## config.mk

```make
export PLATFORM = sky130hd
export DESIGN_NAME = rom_word_loader
export DESIGN_NICKNAME = d
export VERILOG_FILES = /design/src/rtl/rom_word_loader.sv
export SDC_FILE = /design/constraint.sdc
export NUM_CORES = 1
export LEC_CHECK = 0
export CORE_MARGIN = 2
export CORE_UTILIZATION = 45
export CTS_BUF_LIST = sky130_fd_sc_hd__clkbuf_16
export DETAILED_ROUTE_END_ITERATION = 10
export GPL_TIMING_DRIVEN = 1
export PLACE_DENSITY = 0.75
export SYNTH_ARGS = -nofsm -noshare
export SYNTH_HDL_FRONTEND = slang
export SYNTH_SLANG_ARGS = --single-unit
```

## constraint.sdc

```tcl
create_clock -name clk -period 2.8 [get_ports clk]
set_clock_uncertainty 0.15 [all_clocks]
set_input_delay 0.56 -clock clk [delete_from_list [all_inputs] [get_ports clk]]
set_output_delay 0.56 -clock clk [all_outputs]
set_load 0.01 [all_outputs]
```

## src/rtl/rom_word_loader.sv

```systemverilog
// Boot-image streamer: reads an internal byte ROM sequentially, packs bytes
// little-endian into words and writes them out over a valid/ready port.
// The image is supplied through the INIT_IMAGE parameter (byte i at bits
// [8i+7:8i]) so the ROM is a pure constant table with no file loading.
module rom_word_loader #(
  parameter int unsigned               IMAGE_BYTES = 153,
  parameter int unsigned               WORD_BYTES  = 4,
  parameter int unsigned               ADDR_WIDTH  = 32,
  parameter logic [ADDR_WIDTH-1:0]     BASE_ADDR   = '0,
  parameter logic [8*IMAGE_BYTES-1:0]  INIT_IMAGE  = '0
) (
  input  logic                    clk,
  input  logic                    rst_n,
  input  logic                    start,
  output logic                    wr_valid,
  input  logic                    wr_ready,
  output logic [ADDR_WIDTH-1:0]   wr_addr,
  output logic [8*WORD_BYTES-1:0] wr_data,
  output logic                    busy,
  output logic                    done
);

  localparam int unsigned NW = (IMAGE_BYTES + WORD_BYTES - 1) / WORD_BYTES;
  localparam int unsigned BW = $clog2(NW * WORD_BYTES + 1);
  localparam int unsigned RW = (IMAGE_BYTES > 1) ? $clog2(IMAGE_BYTES) : 1;
  localparam int unsigned LW = $clog2(WORD_BYTES + 1);
  localparam int unsigned WW = (NW > 1) ? $clog2(NW) : 1;
  localparam int unsigned RD = 1 << RW;

  typedef enum logic [1:0] {
    S_IDLE,
    S_FETCH,
    S_EMIT,
    S_DONE
  } state_e;

  state_e                    state_q, state_d;
  logic [WW-1:0]             word_q, word_d;
  logic [LW-1:0]             lane_q, lane_d;
  logic [BW-1:0]             base_q, base_d;
  logic [ADDR_WIDTH-1:0]     addr_q, addr_d;
  logic [8*WORD_BYTES-1:0]   pack_q, pack_d;
  logic [7:0]                rom_q, rom_d;
  logic                      rom_vld_q, rom_vld_d;
  logic [BW-1:0]             rd_idx;
  logic [7:0]                rom_w [RD];

  // ROM table padded to a power of two so every index is in range.
  for (genvar g = 0; g < RD; g++) begin : g_rom
    if (g < IMAGE_BYTES) begin : g_img
      assign rom_w[g] = INIT_IMAGE[8*g +: 8];
    end else begin : g_pad
      assign rom_w[g] = '0;
    end
  end

  assign rd_idx = base_q + BW'(lane_q);

  // State and datapath registers.
  always_ff @(posedge clk or negedge rst_n) begin
    if (!rst_n) begin
      state_q   <= S_IDLE;
      word_q    <= '0;
      lane_q    <= '0;
      base_q    <= '0;
      addr_q    <= '0;
      pack_q    <= '0;
      rom_q     <= '0;
      rom_vld_q <= 1'b0;
    end else begin
      state_q   <= state_d;
      word_q    <= word_d;
      lane_q    <= lane_d;
      base_q    <= base_d;
      addr_q    <= addr_d;
      pack_q    <= pack_d;
      rom_q     <= rom_d;
      rom_vld_q <= rom_vld_d;
    end
  end

  // Next-state logic. In FETCH, lane_q issues a ROM read for lane lane_q and
  // captures the byte read in the previous cycle into lane lane_q-1.
  always_comb begin
    state_d   = state_q;
    word_d    = word_q;
    lane_d    = lane_q;
    base_d    = base_q;
    addr_d    = addr_q;
    pack_d    = pack_q;
    rom_d     = rom_q;
    rom_vld_d = rom_vld_q;
    unique case (state_q)
      S_IDLE, S_DONE: begin
        if (start) begin
          state_d   = S_FETCH;
          word_d    = '0;
          lane_d    = '0;
          base_d    = '0;
          addr_d    = BASE_ADDR;
          rom_vld_d = 1'b0;
        end
      end
      S_FETCH: begin
        if (lane_q < LW'(WORD_BYTES)) begin
          if (rd_idx < BW'(IMAGE_BYTES)) begin
            rom_d     = rom_w[rd_idx[RW-1:0]];
            rom_vld_d = 1'b1;
          end else begin
            rom_vld_d = 1'b0;
          end
        end
        for (int unsigned l = 0; l < WORD_BYTES; l++) begin
          if (lane_q == LW'(l + 1)) begin
            pack_d[8*l +: 8] = rom_vld_q ? rom_q : '0;
          end
        end
        if (lane_q == LW'(WORD_BYTES)) begin
          state_d = S_EMIT;
        end else begin
          lane_d = lane_q + 1'b1;
        end
      end
      S_EMIT: begin
        if (wr_ready) begin
          if (word_q == WW'(NW - 1)) begin
            state_d = S_DONE;
          end else begin
            state_d = S_FETCH;
            word_d  = word_q + 1'b1;
            lane_d  = '0;
            base_d  = base_q + BW'(WORD_BYTES);
            addr_d  = addr_q + ADDR_WIDTH'(WORD_BYTES);
          end
        end
      end
      default: state_d = S_IDLE;
    endcase
  end

  assign wr_valid = (state_q == S_EMIT);
  assign busy     = (state_q == S_FETCH) || (state_q == S_EMIT);
  assign done     = (state_q == S_DONE);
  assign wr_addr  = addr_q;
  assign wr_data  = pack_q;

endmodule

```

# == After elaboration in Yosys (flattened, before gate mapping) ==
# Memories as Yosys holds them, arrays and structs flattened. A register that Yosys moved wholly into a read port is not among the register bits.
# Cells that the tools add are included.
# word_totals
word_cells,75
output_inout_bits,67
mem_bits_ro,2048
mem_count,1
regBits,84
inputBits,4
# op_classes
n_bitwise,1
n_reduce_logical,15
n_eq_ne,14
muxes,27
n_addsub,5
magnitude_cmp,2
# memory_table
memory,words,word_bits,read_ports,rd_clocked_by_memory_dff,write_ports,line_no,source
(no name shown),256,8,1,1,0,107,rom_d = rom_w[rd_idx[RW-1:0]];
# ops
operator,n
$mux W32,3
$pmux W32 S2,1
$add A32 B3 Y32 const B,1
$mux W8,4
$mux W6,3
$pmux W8 S2,1
$mux W3,4
$pmux W6 S2,1
$ne A2 B2 Y1 const B,5
$not A8 Y9,1
$pmux W3 S3,1
$reduce_and A3 Y1,3
$add A8 B3 Y8,1
$add A8 B3 Y8 const B,1
$lt A8 B8 Y1 const B,1
$mux W2,4
$reduce_and A2 Y1,4
$reduce_and A4 Y1,2
$add A6 B1 Y6 const B,1
$eq A3 B2 Y1 const B,2
$eq A6 B6 Y1 const B,1
$pmux W2 S3,1
$eq A2 B2 Y1 const B,2
$reduce_bool A2 Y1,2
12 further kinds,14

# == Depth between registers and ports, before layout ==
# depth
depth_word,5
depth_mapped,10
ltp_nobuf,7

# == Worst setup path after synthesis ==
# OpenSTA, ideal clock, no wires.
# synth_timing
path_type,reg2reg
start,register state_q[0]
end,register addr_q[25] (netlist: wr_addr[25])
n_path_buf,0
t_arrival_ps,2099
slack_ps,423
stages_incl_launch_ff,8
setup_time_ps,127
period_less_slack_ps,2377
cell_sequence,dfrtp_1 inv_1 ha_1 nor2b_4 nor3_4 nand3_1 or4_1 mux2_1
# synth_between
elab_chain_len,4
elab_cells_between_ends,10
classes_between,eq/ne: 5; mux: 1; reduce/logical: 4
# synth_lines
item,line_no,source
"start, declared",37,"state_e state_q, state_d;"
"start signal, assigned",71,state_q <= state_d;
$eq A2 B2 Y1 or $logic_not A2 Y1 (tied branches),93,unique case (state_q)
$reduce_or A2 Y1,93,
$ne A2 B2 Y1 (no source line) or $reduce_bool A2 Y1 (tied branches),--,
$reduce_and A4 Y1 (no source line),--,
"end signal, assigned",75,addr_q <= addr_d;
"end, declared",41,"logic [ADDR_WIDTH-1:0] addr_q, addr_d;"
# Parallel ways exist; a longest one is shown, timed or not.
# A chain may end at the register's enable or synchronous reset.

# == Worst setup path after layout ==
# layout_timing
start,register state_q[0]
end,register addr_q[9] (netlist: wr_addr[9])
# Same word-level chain as after synthesis.

==> impl_metrics.env <==
export IMPL_status="complete, no violations"
export IMPL_synth_async_reset_ratio_pct=100
export IMPL_placed_cells=408
export IMPL_root_buffer="clkbuf_16"
export IMPL_worstPathArrival_ns=2.63
export IMPL_peakVddDrop_mv=0.457
export IMPL_portBuffers=36
export IMPL_first_global_vias=1904
export IMPL_drtPass1Iterations=4
export IMPL_cts_tree="built"
export IMPL_clk_path_buf_depth=2
export IMPL_clock_sinks=41
export IMPL_critPathLaunchType="flip-flop"
export IMPL_yosysWarnings=0
export IMPL_worst_setup_path_end_kind="flip-flop"
export IMPL_cp_max_fo=21
export IMPL_cp_num_cells=7
export IMPL_viasPerCell=5.26
export IMPL_r2r_start="state_q[0]"
export IMPL_pwr_share_clk_pct=26.9
export IMPL_max_freq_mhz=383
export IMPL_n_antenna_cell=0
export IMPL_grt_pass1_wl_um=8800
export IMPL_netlist_top_cells_count="41 x dfrtp_1, 34 x buf_4, 32 x nor2_1, 21 x nand2_1, 18 x nand3_1"
export IMPL_grt_overflow=0
export IMPL_hold_class="in -> async"
export IMPL_dieArea_sq_mm=0.00663
export IMPL_path_delay_family="simple AND/OR/NAND/NOR gates"
export IMPL_track_usage_pct=17.0
export IMPL_initial_core_util_pct=46.1
export IMPL_path_clk_slew_ns=0.06
export IMPL_min_period_ns=2.61
export IMPL_r2r_setup_slack_ns=0.19
export IMPL_combPwrFrac_pct=38.6
export IMPL_setup_tns_ns=0
export IMPL_die_w_um=81.4
export IMPL_postCtsSetupBuffers=0
export IMPL_r2r_cells=7
export IMPL_drive_above_1_share_pct=9.14
export IMPL_grt_max_degree=42
export IMPL_htree_num_levels=2
export IMPL_synth_area_leaders="dfrtp_1 38%, buf_4 9.5%, nor2_1 4.5%"
export IMPL_maxSlewViolCount=0
export IMPL_setup_viol=0
export IMPL_synth_area_sq_mm=0.00270
export IMPL_final_cells=414
export IMPL_ys_ff_latch=41
export IMPL_worstPathCellList="inv_1 > ha_1 > nand2b_1 > or4_4 > nand2_1 > o21ai_0 > a22o_1"
export IMPL_crit_path_top_delay_cell="or4_4"
export IMPL_seq_power_share_pct=34.4
export IMPL_vias=2178
export IMPL_synth_most_common_cell="dfrtp_1"
export IMPL_worst_pin_slew_ns=0.932
export IMPL_dp_hpwl_um=3970
export IMPL_drtIter0Drc=167
export IMPL_slowest_delay_ns=0.64
export IMPL_die_h_um=81.4
export IMPL_cp_num_buf_inv=1
export IMPL_post_cts_resized=0
export IMPL_io_pins=71
export IMPL_antenna_found_initial=0
export IMPL_nets=353
export IMPL_synth_top_area_share_pct=38.0
export IMPL_synth_largest_area_cell="dfrtp_1"
export IMPL_syn_to_final_growth_pct=17.5
export IMPL_seq_area_frac_synth_pct=38.0
export IMPL_antenna_left=0
export IMPL_netlist_instances=297
export IMPL_cts_hold_buf=0
export IMPL_power_switching_uw=744
export IMPL_avgSynthCellArea_sq_um=9.08
export IMPL_finalWorstSetupSlack_ns=0.187
export IMPL_synth_edff_count=0
export IMPL_cts_made_buffers=5
export IMPL_final_hold_viol_count=0
export IMPL_critical_path_class="reg -> reg"
export IMPL_core_area_sq_mm=0.00585
export IMPL_synthDistinctLibCells=53
export IMPL_gp_congestion=0.794
export IMPL_p_per_area_mw_per_mm2=629
export IMPL_clk_insertion_delay_late_ns=0.28
export IMPL_drc=0
export IMPL_routed_wl_um=5390
export IMPL_cp_required_ns=2.82
export IMPL_p_leak_uw=0.00138
export IMPL_cap_violations=0
export IMPL_p_int_uw=1250
export IMPL_rsz0062_at_grt="no"
export IMPL_num_fill_cells=534
export IMPL_post_place_ws_ns=0.0404
export IMPL_hold_slack_ns=0.271
export IMPL_ys_flop_type="dfrtp_1"
export IMPL_num_rows=28
export IMPL_timing_final_crit_share_pct=93.3
export IMPL_finalPower_uw=1990
export IMPL_wl_per_cell_um=13.0
export IMPL_r2r_end="wr_addr[9]"
export IMPL_p_sw_share_pct=37.3
export IMPL_slew_headroom_pct=37.9
placed cells by master, fill, tap and decap left out, types with 9 or more instances in the layout:
cell              n
clkdlybuf4s50_1  35
conb_1           34
nand3_1          18
nand2_1          21
nand4_1          11
or3_1             9
nor2_1           32
ha_1              9
inv_1            13
dfrtp_1          41
a21oi_1          11
buf_4             9
o21ai_0          14
worst max-delay path by stage:
stage                  endpoint        from
floorplan           wr_addr[25]  state_q[0]
global placement    wr_addr[28]       start
detailed placement  wr_addr[28]       start
CTS                  wr_addr[9]  state_q[0]
global route         wr_addr[9]  state_q[0]
finish               wr_addr[9]  state_q[0]
power by group through the flow:
stage / Combinational (uW) / Clock (uW) / Sequential [uW]
2_1_floorplan: 549 / 0 / 690
3_3_place_gp: 747 / 0 / 696
3_5_place_dp: 760 / 0 / 698
4_1_cts: 766 / 546 / 686
5_1_grt: 871 / 569 / 693
6_report: 771 / 537 / 686
cells by family (layout without fill, tap and decap cells):
family | count (synthesis) | after routing | share of synthesized area [%]
simple gates | 129 | 129 | 28.1
buf+inv | 56 | 65 | 13.0
compound gates | 42 | 42 | 9.69
flops | 41 | 41 | 38.0
xor+xnor | 11 | 11 | 3.57
fa+ha+maj | 9 | 9 | 4.17
mux | 8 | 8 | 3.29
other cells | 1 | 34 | 0.139
flip-flops by register name (all words and copies together), names as in the netlist:
register and cells:
state_q 2, word_q 6, wr_addr 30, lane_q 3
layout make-up:
cell class / instances / area (sq um) / area share [%]
multi-input cells: 233 / 1450 / 45.6
repair buffers: 45 / 423 / 13.3
flip-flops and latches: 41 / 1030 / 32.4
clock buffers: 5 / 125 / 3.95
inverters: 14 / 52.6 / 1.66
well taps: 75 / 93.8 / 2.96
clock inverters: 1 / 5.00 / 0.158
per-layer routing:
| metal | track usage [%] | vias to the layer above | part of all wire (%) |
|---|---|---|---|
| met5 | 0 | - | 0 |
| met3 | 3.41 | 10 | 6.1 |
| li1 | - | 1063 | - |
| met1 | 23.1 | 1030 | 44 |
| met2 | 27.3 | 75 | 48 |
| met4 | 5.59 | 0 | 1.6 |
per-stage QoR:
| stage | instance area, sq um | util [%] |
|---|---|---|
| CTS | 3170 | 54.2 |
| detailed placement | 3040 | 52.0 |
| global route | 3170 | 54.2 |
| floorplan | 2820 | - |
| finish | 3170 | 54.2 |
| global placement | 3040 | 52.0 |
Power figures use the tool's default switching activity.
